File: config.mk
export PLATFORM = sky130hd
export DESIGN_NAME = axi_mm2s_cmd_arbiter_flat
export DESIGN_NICKNAME = d
export VERILOG_FILES = /design/src/rtl/axi_mm2s_cmd_arbiter_if.sv /design/src/rtl/axi_mm2s_cmd_arbiter.sv /design/src/flat_wrapper.sv
export SDC_FILE = /design/constraint.sdc
export NUM_CORES = 1
export LEC_CHECK = 0
export BUFFER_PORTS_ARGS = -buffer_cell sky130_fd_sc_hd__buf_2
export CORE_ASPECT_RATIO = 0.75
export CORE_MARGIN = 2
export CORE_UTILIZATION = 30
export DETAILED_ROUTE_END_ITERATION = 16
export SLEW_MARGIN = 20
export SYNTH_ARGS = -nofsm -noshare
export SYNTH_HDL_FRONTEND = slang
export SYNTH_SLANG_ARGS = --single-unit
export TNS_END_PERCENT = 5
File: constraint.sdc
create_clock -name aclk -period 2.6 [get_ports aclk]
set_clock_uncertainty 0.05 [all_clocks]
set_input_delay 0 -clock aclk [delete_from_list [all_inputs] [get_ports aclk]]
set_output_delay 0 -clock aclk [all_outputs]
set_load 0.03 [all_outputs]
File: src/rtl/axi_mm2s_cmd_arbiter_if.sv
// Command, completion and engine bundle shared by the two requesters,
// the command arbiter and the single MM2S engine.
interface axi_mm2s_cmd_arbiter_if #(
    parameter int ADDR_W = 32,
    parameter int LEN_W  = 16
);
    logic [1:0]        req_valid;
    logic [1:0]        req_ready;
    logic [ADDR_W-1:0] req_addr0;
    logic [ADDR_W-1:0] req_addr1;
    logic [LEN_W-1:0]  req_len0;
    logic [LEN_W-1:0]  req_len1;
    logic [1:0]        cpl_valid;
    logic              cpl_err;
    logic              eng_start;
    logic [ADDR_W-1:0] eng_addr;
    logic [LEN_W-1:0]  eng_len;
    logic              eng_abort;
    logic              eng_busy;
    logic              eng_done;
    logic              eng_err;
    logic              grant_id;
    logic              busy;

    // arbiter side
    modport master (
        input  req_valid, req_addr0, req_addr1,
        input  req_len0, req_len1,
        input  eng_busy, eng_done, eng_err,
        output req_ready, cpl_valid, cpl_err,
        output eng_start, eng_addr, eng_len, eng_abort,
        output grant_id, busy
    );

    // requester / engine side
    modport slave (
        output req_valid, req_addr0, req_addr1,
        output req_len0, req_len1,
        output eng_busy, eng_done, eng_err,
        input  req_ready, cpl_valid, cpl_err,
        input  eng_start, eng_addr, eng_len, eng_abort,
        input  grant_id, busy
    );
endinterface

File: src/rtl/axi_mm2s_cmd_arbiter.sv
// Two-requester round-robin command arbiter in front of one MM2S engine.
// One command in flight; engine hangs are cut off by a WAIT timeout.
module axi_mm2s_cmd_arbiter #(
    parameter int ADDR_W  = 32,
    parameter int LEN_W   = 16,
    parameter int TIMEOUT = 4096
) (
    input  logic                  aclk,
    input  logic                  aresetn,
    axi_mm2s_cmd_arbiter_if.master bus
);
    localparam int CW = $clog2(TIMEOUT) + 1;
    localparam logic [CW-1:0] CNT_LAST = CW'(TIMEOUT - 1);
    localparam logic [CW-1:0] CNT_SAT  = '1;

    typedef enum logic [2:0] {
        IDLE,
        ISSUE,
        WAIT,
        DRAIN,
        CPL
    } state_t;

    state_t            state;
    state_t            state_nx;
    logic [CW-1:0]     cnt;
    logic              armed;
    logic              last_q;
    logic              gnt_q;
    logic              err_q;
    logic              err_nx;
    logic [ADDR_W-1:0] addr_q;
    logic [LEN_W-1:0]  len_q;
    logic              pick;
    logic              accept;
    logic [ADDR_W-1:0] pick_addr;
    logic [LEN_W-1:0]  pick_len;
    logic [1:0]        ready;
    logic [1:0]        cpl;
    logic              start;
    logic              abort;
    logic              cerr;

    // round-robin choice: on a tie the requester not served last wins
    always_comb begin
        pick = bus.req_valid[1];
        if (&bus.req_valid) begin
            pick = ~last_q;
        end
    end

    assign pick_addr = pick ? bus.req_addr1 : bus.req_addr0;
    assign pick_len  = pick ? bus.req_len1 : bus.req_len0;
    assign accept    = (state == IDLE) && armed && (|bus.req_valid);

    // next state, completion status and the one-cycle pulses
    always_comb begin
        state_nx = state;
        err_nx   = err_q;
        ready    = 2'b00;
        cpl      = 2'b00;
        start    = 1'b0;
        abort    = 1'b0;
        cerr     = 1'b0;
        unique case (state)
            IDLE: begin
                if (accept) begin
                    ready    = pick ? 2'b10 : 2'b01;
                    err_nx   = 1'b0;
                    state_nx = (pick_len == '0) ? CPL : ISSUE;
                end
            end
            ISSUE: begin
                start    = 1'b1;
                state_nx = WAIT;
            end
            WAIT: begin
                if (bus.eng_done) begin
                    err_nx   = bus.eng_err;
                    state_nx = CPL;
                end else if (cnt == CNT_LAST) begin
                    abort    = 1'b1;
                    state_nx = DRAIN;
                end
            end
            DRAIN: begin
                if (!bus.eng_busy) begin
                    err_nx   = 1'b1;
                    state_nx = CPL;
                end
            end
            CPL: begin
                cpl      = gnt_q ? 2'b10 : 2'b01;
                cerr     = err_q;
                state_nx = IDLE;
            end
            default: state_nx = IDLE;
        endcase
    end

    // control state; accepts stay off until the first edge after reset
    always_ff @(posedge aclk or negedge aresetn) begin
        if (!aresetn) begin
            state  <= IDLE;
            armed  <= 1'b0;
            last_q <= 1'b1;
            gnt_q  <= 1'b0;
            err_q  <= 1'b0;
        end else begin
            state <= state_nx;
            armed <= 1'b1;
            err_q <= err_nx;
            if (accept) begin
                gnt_q <= pick;
            end
            if (state == CPL) begin
                last_q <= gnt_q;
            end
        end
    end

    // command operands captured only in the accept cycle
    always_ff @(posedge aclk or negedge aresetn) begin
        if (!aresetn) begin
            addr_q <= '0;
            len_q  <= '0;
        end else if (accept) begin
            addr_q <= pick_addr;
            len_q  <= pick_len;
        end
    end

    // WAIT-time counter, cleared while issuing, saturating
    always_ff @(posedge aclk or negedge aresetn) begin
        if (!aresetn) begin
            cnt <= '0;
        end else if (state == ISSUE) begin
            cnt <= '0;
        end else if (state == WAIT && cnt != CNT_SAT) begin
            cnt <= cnt + CW'(1);
        end
    end

    assign bus.req_ready = ready;
    assign bus.cpl_valid = cpl;
    assign bus.cpl_err   = cerr;
    assign bus.eng_start = start;
    assign bus.eng_abort = abort;
    assign bus.eng_addr  = addr_q;
    assign bus.eng_len   = len_q;
    assign bus.grant_id  = gnt_q;
    assign bus.busy      = (state != IDLE);
endmodule
File: src/flat_wrapper.sv
// flat-port wrapper written by rule: the top's interface ports become plain ports
module axi_mm2s_cmd_arbiter_flat 
#(
    parameter int ADDR_W  = 32,
    parameter int LEN_W   = 16,
    parameter int TIMEOUT = 4096
)
  (aclk, aresetn, bus_req_valid, bus_req_addr0, bus_req_addr1, bus_req_len0, bus_req_len1, bus_eng_busy, bus_eng_done, bus_eng_err, bus_req_ready, bus_cpl_valid, bus_cpl_err, bus_eng_start, bus_eng_addr, bus_eng_len, bus_eng_abort, bus_grant_id, bus_busy);
  axi_mm2s_cmd_arbiter_if #(.ADDR_W(ADDR_W), .LEN_W(LEN_W)) bus_i ();
  input  logic aclk;
  input  logic aresetn;
  input wire logic [$bits(bus_i.req_valid)-1:0] bus_req_valid;
  input wire logic [$bits(bus_i.req_addr0)-1:0] bus_req_addr0;
  input wire logic [$bits(bus_i.req_addr1)-1:0] bus_req_addr1;
  input wire logic [$bits(bus_i.req_len0)-1:0] bus_req_len0;
  input wire logic [$bits(bus_i.req_len1)-1:0] bus_req_len1;
  input wire logic [$bits(bus_i.eng_busy)-1:0] bus_eng_busy;
  input wire logic [$bits(bus_i.eng_done)-1:0] bus_eng_done;
  input wire logic [$bits(bus_i.eng_err)-1:0] bus_eng_err;
  output wire logic [$bits(bus_i.req_ready)-1:0] bus_req_ready;
  output wire logic [$bits(bus_i.cpl_valid)-1:0] bus_cpl_valid;
  output wire logic [$bits(bus_i.cpl_err)-1:0] bus_cpl_err;
  output wire logic [$bits(bus_i.eng_start)-1:0] bus_eng_start;
  output wire logic [$bits(bus_i.eng_addr)-1:0] bus_eng_addr;
  output wire logic [$bits(bus_i.eng_len)-1:0] bus_eng_len;
  output wire logic [$bits(bus_i.eng_abort)-1:0] bus_eng_abort;
  output wire logic [$bits(bus_i.grant_id)-1:0] bus_grant_id;
  output wire logic [$bits(bus_i.busy)-1:0] bus_busy;
  assign bus_i.req_valid = bus_req_valid;
  assign bus_i.req_addr0 = bus_req_addr0;
  assign bus_i.req_addr1 = bus_req_addr1;
  assign bus_i.req_len0 = bus_req_len0;
  assign bus_i.req_len1 = bus_req_len1;
  assign bus_i.eng_busy = bus_eng_busy;
  assign bus_i.eng_done = bus_eng_done;
  assign bus_i.eng_err = bus_eng_err;
  assign bus_req_ready = bus_i.req_ready;
  assign bus_cpl_valid = bus_i.cpl_valid;
  assign bus_cpl_err = bus_i.cpl_err;
  assign bus_eng_start = bus_i.eng_start;
  assign bus_eng_addr = bus_i.eng_addr;
  assign bus_eng_len = bus_i.eng_len;
  assign bus_eng_abort = bus_i.eng_abort;
  assign bus_grant_id = bus_i.grant_id;
  assign bus_busy = bus_i.busy;
  axi_mm2s_cmd_arbiter #(.ADDR_W(ADDR_W), .LEN_W(LEN_W), .TIMEOUT(TIMEOUT)) u_core (.aclk(aclk), .aresetn(aresetn), .bus(bus_i));
endmodule
==> results of run 1 <==
layout by cell type (no fill, tap or decap), drive strengths merged, types with 2 or more instances in the layout:
master       instances
nand4                7
dfrtp               67
nor4                 8
dlygate4sd3        100
buf                166
clkbuf              11
clkinv               3
nor3                 2
o21ai                6
nand2b               8
a31oi               16
a22oi                2
a21o                 3
a21oi                9
o211ai               2
nor2                23
nand3                2
mux2i               10
and3                39
inv                  6
nand2               56
a2111oi              4
a221o               32
and4                 2
cell families after synthesis:
kind of cell / after synthesis / share of synthesized area (%)
flip-flops: 68 / 49.1
adder cells (fa/ha/maj): 1 / 0.361
AND/OR/NAND/NOR: 154 / 23.1
AO/OA/AOI/OAI: 81 / 18.9
multiplexers: 10 / 2.89
other: 1 / 0.108
buffers and inverters: 35 / 5.45
worst max-delay path, cell delays in order (launching register included):
cell,delay (ps)
sky130_fd_sc_hd__dfrtp_1,540
sky130_fd_sc_hd__nor3_4,270
sky130_fd_sc_hd__inv_2,90
sky130_fd_sc_hd__or2_1,230
sky130_fd_sc_hd__buf_4,250
sky130_fd_sc_hd__a221o_1,390
sky130_fd_sc_hd__dlygate4sd3_1,570
per-layer routing:
metal | share of wire, % | up-vias | GRT usage, %
met3 | 6.3 | 34 | 4.57
li1 | - | 1801 | -
met2 | 49 | 168 | 31.5
met4 | 2.7 | 0 | 7.86
met1 | 42 | 1812 | 24.3
met5 | 0 | - | 0
stage by stage:
| stage | util (%) | hold WS (ps) | instance area [um2] | instances |
|---|---|---|---|---|
| floorplan | - | -346 | 3470 | 350 |
| global placement | 39.2 | 68.9 | 4350 | 627 |
| detailed placement | 39.2 | 71.8 | 4350 | 627 |
| CTS | 50.8 | 72.3 | 5640 | 743 |
| global route | 50.8 | 132 | 5640 | 743 |
| finish | 50.8 | 88.1 | 5640 | 743 |
worst paths after layout:
kind                                             start                                   to  slack, ps  depth (start not counted)
min in group asynchronous                      aresetn  u_core.bus.eng_addr[23]$_DFFE_PN0P_        250                          2
setup / recovery           u_core.state[0]$_DFFE_PN0P_   u_core.bus.eng_addr[0]$_DFFE_PN0P_         90                          6
max in group asynchronous                      aresetn   u_core.bus.eng_len[11]$_DFFE_PN0P_       1580                          3
setup reg to reg           u_core.state[0]$_DFFE_PN0P_   u_core.bus.eng_addr[0]$_DFFE_PN0P_         90                          6
hold / removal                            bus_eng_done          u_core.state[0]$_DFFE_PN0P_         90                          3
hold reg to reg               u_core.err_q$_DFFE_PN0P_             u_core.err_q$_DFFE_PN0P_        430                          1
report_power, final:
part	total (mW)	leakage [nW]	switching (mW)	internal (mW)
logic	3.33	1.83	1.81	1.52
clock network	1.19	0.139	0.456	0.738
registers	1.82	0.836	0.321	1.50
cells in the mapped netlist, drive strengths merged, types with 2 or more instances:
| master | number |
|---|---|
| o211ai | 2 |
| and3 | 39 |
| a22oi | 2 |
| nor2 | 23 |
| dfrtp | 67 |
| a221o | 32 |
| o21ai | 6 |
| nand2 | 56 |
| buf | 18 |
| nand3 | 2 |
| nand4 | 7 |
| a21oi | 9 |
| a21o | 3 |
| nor4 | 8 |
| clkbuf | 11 |
| nor3 | 2 |
| inv | 6 |
| and4 | 2 |
| nand2b | 8 |
| mux2i | 10 |
| a2111oi | 4 |
| a31oi | 16 |
cell type report:
class / instances / area share (%)
clock buffer: 11 / 4.13
clock inverter: 5 / 0.932
inverter: 6 / 0.399
multi-input combinational: 247 / 28.0
sequential: 68 / 30.2
tap: 140 / 3.11
timing repair buffer: 266 / 33.2
timing repair:
| action | in CTS | in global routing |
|---|---|---|
| setup buffers | 0 | 0 |
| setup endpoints to repair | 0 | 0 |
| hold endpoints to repair | 81 | 0 |
| hold buffers | 100 | 0 |
flip-flops by register name (all words and copies together) (netlist names):
register             flops
u_core.bus.grant_id      1
u_core.state             3
u_core.cnt              13
u_core.last_q            1
u_core.bus.eng_len      16
u_core.armed             1
u_core.bus.eng_addr     32
u_core.err_q             1
==> reports/results.txt, run 1 <==
The run finished with clean final reports. Buffers placed on the I/O ports in this run total 159. Average vias per placed instance: 5.13. The number of hold violations in the final report came out at 0.

The floorplan step defined a die boundary enclosing 12400 um2. For the pin with the worst max-slew slack, the measured transition is 756 ps. The layout has 987 filler cells. Summed over all layers, the global routing overflow is 0. In the routed design, unresolved DRC markers number 0.

The worst-case IR drop observed on VDD is 0.512 mV. The global-route total usage across every layer came out at 19.2%. In this run, distinct cell masters in the synthesized netlist total 48. Clock tree synthesis found a total of 68 sinks.

Post-synthesis cell type with the largest combined area: sky130_fd_sc_hd__dfrtp_1. The starting density of the core came out at 31.2%. The area overhead of the layout relative to synthesis is 62.7%, and the data arrival time of the critical path is 2670 ps. The mean cell area of the mapped netlist is 9.90 um2, and the number of cells upsized or downsized after cts is 0.

The run gives 0 as the number of pins with negative max-slew slack in the final report. Setup repair after global routing left no endpoint under its margin. Total power for the finished layout comes to 6.34 mW. In the synthesized netlist the dominant register cell turns out to be sky130_fd_sc_hd__dfrtp_1. In this run, synthesis produced a sequential element count of 68. The number of enable-type register cells in the synthesized netlist is 0, and the worst slew margin relative to its limit is 49.6%. The pre-antenna-repair detailed-routing pass consisted of 5 iterations. STA puts the critical path data required time at 2760 ps. Setup violations remaining at the end of the flow were counted as 0. The worst setup path is launched from a register. The leakage power is 2.81 nW, and the H-tree depth is 3.

Sorting the synthesized cells by area gives the leading types as sky130_fd_sc_hd__dfrtp_1 (48%), sky130_fd_sc_hd__a221o_1 (9.2%), sky130_fd_sc_hd__and3_1 (7.0%), sky130_fd_sc_hd__nand2_1 (6.1%), sky130_fd_sc_hd__a31oi_1 (2.9%). Total clock buffers created by CTS: 9. The via count of the first global-routing pass was 3930. The wire length of the first global-routing pass came out at 19200 um.

After routing, the total negative slack on setup checks comes to 0 ps. For this run, asynchronously set or reset flops after synthesis account for 100%. In this run the cell area of the synthesized design comes to 3470 um2. The source-to-sink clock delay at the later pin of the worst-skew pair is 320 ps. The shortest clock period the worst path allows after layout was 2510 ps; the chip height was 97.1 um. The wire-length estimate of the detail-placed layout is 7700 um.

Capturing element type of the critical path: a register. The boundary pin count was 160; the total area of sequential cells was 1700 um2. For the share of the yosys chip area belonging to registers, the log shows 49.1%. The run gives 65 as the largest net degree at the start of global routing.

The DRC violation total after the first TritonRoute iteration is 201. In the synthesized netlist, the number of instances is 350. The cell sitting at the root of the clock tree is a sky130_fd_sc_hd__clkbuf_16. The die is 128 um wide.

Setup slack on the critical path of the routed design comes to 91.4 ps. In this run the power density over the cells is 1120 nW/um2. The average detailed-routed wire length per instance came out at 15.9 um.

The tools report the post-detailed-routing wire length as 11800 um. The tools report the placeable core region as 11100 um2. Cells with a size suffix above 1 make up 31.3% of the layout. The min-delay analysis places its worst path in the category in2reg. The logs give 0 for the initial antenna violation count and 3815 for the total number of vias.

Critical-path maximum fanout: 34. 0 antenna diodes ended up in the layout. The portion of synthesized cell area occupied by the leading cell type was 48.4%; the area occupied by multi-input gates was 1580 um2. The floorplan has 33 rows. The count of nets left with antenna violations once routing finished came out at 0.

TritonCTS built the clock tree. Routability-driven placement finished with a final weighted congestion of 0.856. The startpoint-to-endpoint class of the critical path was reg2reg. Counting every net in the synthesized netlist gives 454. Dividing the final minimum period by the clock period gives 96.5%.

The max-cap check violation count came out at 0. The clock transition time at the flip-flop clock pins of the worst setup and hold paths is 60 ps, and the pre-CTS worst setup slack is 610 ps. The number of warning messages in the yosys log is 0, and the maximum clock rate is 399 MHz. At the end of the flow, the number of nets in the layout was 702. The clock passes through at most 2 buffers.
Note: power is estimated with default switching activity, not from simulation.
==> inputs of run 2 (changes only) <==
--- a/config.mk
+++ b/config.mk
@@ -6,7 +6,7 @@
 export NUM_CORES = 1
 export LEC_CHECK = 0
 export BUFFER_PORTS_ARGS = -buffer_cell sky130_fd_sc_hd__buf_2
-export CORE_ASPECT_RATIO = 0.75
+export CORE_ASPECT_RATIO = 2
 export CORE_MARGIN = 2
 export CORE_UTILIZATION = 30
 export DETAILED_ROUTE_END_ITERATION = 16
==> run 2 against run 1 <==
Global-route usage is 0.20 points lower. Design area about the same. Via count up 0.39%. Core utilization shrank 0.77 points. Worst setup slack improved by 34 ps. Sequential cell count unchanged. Count of clock-buffer cells in the layout stayed put. Sequential share of layout area about the same. Register-to-register slack improved by 30 ps. First-iteration DRC count fell by 3.0%. Critical endpoint is now u_core.bus.eng_addr[24]$_DFFE_PN0P_. Clock power about the same.
==> reports/results.txt, run 2 (synthesis results as in run 1) <==
The worst min-delay path startpoint was bus_eng_err (was bus_eng_done). The run gives 2750 ps (was 2760 ps) as the required time of the critical path. For the total number of vias, the log shows 3830 (was 3815). The cell total after placement was 630 (was 627). Number of cells in the finished layout apart from fillers: 745 (was 743).

The leakage power was 2.80 nW (was 2.81 nW); the global route total overflow was 0 (unchanged). Most used cells in the layout excluding fill and tap cells: sky130_fd_sc_hd__buf_2 (159), sky130_fd_sc_hd__dlygate4sd3_1 (98), sky130_fd_sc_hd__dfrtp_1 (66) (was sky130_fd_sc_hd__buf_2 (159), sky130_fd_sc_hd__dlygate4sd3_1 (100), sky130_fd_sc_hd__dfrtp_1 (67)). The placeable core region was 11300 um2 (was 11100 um2); the number of port buffers was 159 (unchanged).

The worst hold path cell count was 4 (was 3). The run gives 3.75 mW (about the same) as the internal cell power. The total clock buffers created by CTS came out at 9 (unchanged). The fill cell instance count of the final layout is 1016 (was 987).

The logs give 130 ps (was 90 ps) for the worst reg-to-reg setup slack and 0 (unchanged) for the number of hold violations in the final report. The tools report the total negative slack for setup checks as 0 ps (unchanged). The master of the slowest instance on the critical path is sky130_fd_sc_hd__dlygate4sd3_1 (unchanged). The number of pins with negative max-slew slack in the final report came out at 0 (unchanged). The CTS root buffer is sky130_fd_sc_hd__clkbuf_16 (unchanged).

For the number of diodes, the log shows 0 (unchanged). The tools report the maximum clock rate as 404 MHz (was 399 MHz). The starting density of the core was 30.7% (was 31.2%); the H-tree depth was 3 (unchanged). TritonCTS built the clock tree.

The power dissipated by switching net loads is 2.59 mW (about the same). The clock sink count was 68 (unchanged); the average detailed-routed wire length per instance was 16.2 um (was 15.9 um). The worst flop-to-flop path startpoint was u_core.state[2]$_DFFE_PN0P_ (was u_core.state[0]$_DFFE_PN0P_). The run gives 42.7% (was 49.6%) as the worst slew margin relative to its limit. The startpoint-to-endpoint class of the critical path is reg2reg (unchanged). The shortest clock period the worst path allows after layout is 2470 ps (was 2510 ps), and the number of nets in the layout is 702 (unchanged).

The share of power burned in combinational logic was 52.0% (was 52.5%). Capturing element type of the critical path: a register (unchanged). The first-pass iteration count of the detailed router was 4 (was 5); the transition time of the tightest slew-check pin was 860 ps (was 756 ps). The post-route clock period utilization was 95.2% (was 96.5%). The average vias per placed instance was 5.14 (was 5.13); the sequential cell fraction of total power was 28.6% (was 28.7%). The delay of the slowest cell on the worst path was 570 ps (about the same). The area overhead of the layout relative to synthesis is 62.8% (was 62.7%). The largest net degree at the start of global routing is 39 (was 65). For the remaining design rule violation count, the log shows 0 (unchanged). The via count of the first global-routing pass is 3898 (was 3930), and the post-route worst hold slack is 33.8 ps (was 88.1 ps). The critical-path maximum fanout is 34 (unchanged), and the source-to-sink clock delay at the later pin of the worst-skew pair is 330 ps (was 320 ps).

For the antenna violation net count after detailed routing, the log shows 0 (unchanged). Cell-by-cell listing of the critical path: nor3_4 > inv_2 > or2_1 > buf_4 > a221o_1 > dlygate4sd3_1 (unchanged). Final critical-path setup slack: 125 ps (was 91.4 ps). The DRC violation total after the first TritonRoute iteration came out at 195 (was 201). The boundary pin count was 160 (unchanged). The fraction of power consumed by the clock network was 19.3% (was 18.8%). Final cell area excluding filler cells: 5640 um2 (about the same). The tools report the worst voltage drop across the vdd grid as 0.515 mV (was 0.512 mV). The proportion of layout cells with a drive suffix above 1 was 32.0% (was 31.3%); the post-detailed-routing wire length was 12000 um (was 11800 um).

The die footprint is 12500 um2 (was 12400 um2), and the initial antenna violation count is 0 (unchanged). The cell count of the worst reg-to-reg path is 6 (unchanged). The run gives 7990 um (was 7700 um) as the detailed placement HPWL. Kind of path behind the tightest hold check: in2reg (unchanged). The flip-flop count of the largest register after layout came out at 32 (unchanged). The pre-CTS worst setup slack was 549 ps (was 610 ps); the power density relative to cell area was 1120 nW/um2 (about the same).

The total number of placement rows was 55 (was 33). The switching share of total power works out to 40.8% (about the same). The tools report the hold path endpoint as u_core.err_q$_DFFE_PN0P_ (was u_core.state[0]$_DFFE_PN0P_). For the last weighted congestion value of the routability-driven placer, the log shows 0.874 (was 0.856).

The final setup violation count was 0 (unchanged). The number of buffers between clock root and the deepest sink was 2 (unchanged); the wire length of the first global-routing pass was 18500 um (was 19200 um). The data arrival time of the critical path is 2630 ps (was 2670 ps). The end of the worst register-to-register path is u_core.bus.eng_addr[24]$_DFFE_PN0P_ (was u_core.bus.eng_addr[0]$_DFFE_PN0P_). The global-route total usage across every layer was 19.0% (was 19.2%).

The flow ran to the end, and the final reports show no timing, DRC or antenna violations. Area after detailed placement: 4350 um2 (about the same). The kind of start point of the critical path is a register (unchanged). The tools report the max-cap check violation count as 0 (unchanged). The most common cell after layout, fill and taps aside was sky130_fd_sc_hd__buf_2 (unchanged).

The horizontal die dimension was 80 um (was 128 um). The clock transition time at the flip-flop clock pins of the worst setup and hold paths was 60 ps (about the same); the chip height was 156 um (was 97.1 um).
[run 2: cell type report]
type	instances	area, um2	share of cell area (%)
clock buffer	11	243	4.30
multi-input combinational	248	1590	28.1
tap	142	178	3.15
inverter	6	22.5	0.399
timing repair buffer	265	1850	32.8
sequential	68	1700	30.2
clock inverter	5	61.3	1.09
[run 2: what timing repair did]
| item | CTS | global route |
|---|---|---|
| hold buffers | 98 | 0 |
| endpoints found under the setup margin | 0 | 40 |
| buffers inserted | 0 | 0 |
| resized for setup | 0 | 1 |
| hold endpoints to repair | 86 | 0 |
[run 2: critical path, delay by kind of cell, from the launching register on]
kind                   cells  cell delay [ps]
buffers and inverters      3              920
flip-flops                 1              530
AND/OR/NAND/NOR            2              450
AO/OA/AOI/OAI              1              390
[run 2: metrics by stage]
step | total power, mW | util, %
2_1_floorplan | 3.63 | -
3_3_place_gp | 4.36 | 38.5
3_5_place_dp | 4.40 | 38.5
4_1_cts | 6.31 | 49.9
5_1_grt | 6.72 | 50.0
6_report | 6.33 | 50.0
[run 2: how the worst max path moves through the flow]
stage / from / to / slack (ps) / cells after the start
global placement: u_core.state[0]$_DFFE_PN0P_ / u_core.bus.eng_addr[8]$_DFFE_PN0P_ / 530 / 6
finish: u_core.state[2]$_DFFE_PN0P_ / u_core.bus.eng_addr[24]$_DFFE_PN0P_ / 130 / 6
floorplan: u_core.state[1]$_DFFE_PN0P_ / u_core.bus.eng_addr[1]$_DFFE_PN0P_ / 780 / 6
detailed placement: u_core.state[0]$_DFFE_PN0P_ / u_core.bus.eng_addr[6]$_DFFE_PN0P_ / 550 / 6
CTS: u_core.state[0]$_DFFE_PN0P_ / u_core.bus.eng_len[0]$_DFFE_PN0P_ / 40 / 7
global route: u_core.state[2]$_DFFE_PN0P_ / u_core.bus.eng_addr[24]$_DFFE_PN0P_ / -8 / 6
[run 2: power by group through the flow]
| stage | registers [mW] | clock network (mW) | logic (mW) |
|---|---|---|---|
| floorplan | 2.49 | 0 | 1.15 |
| detailed placement | 1.82 | 0 | 2.57 |
| global placement | 1.81 | 0 | 2.56 |
| finish | 1.81 | 1.22 | 3.29 |
| global route | 1.87 | 1.31 | 3.54 |
| CTS | 1.80 | 1.26 | 3.25 |
[run 2: per-layer routing]
layer	vias up	part of all wire [%]	routed length (um)	GRT usage [%]
li1	1800	-	-	-
met1	1825	37	4450	20.5
met2	165	54	6490	34.1
met3	40	5.4	647	3.59
met4	0	3.7	442	9.93
met5	-	0	0	0
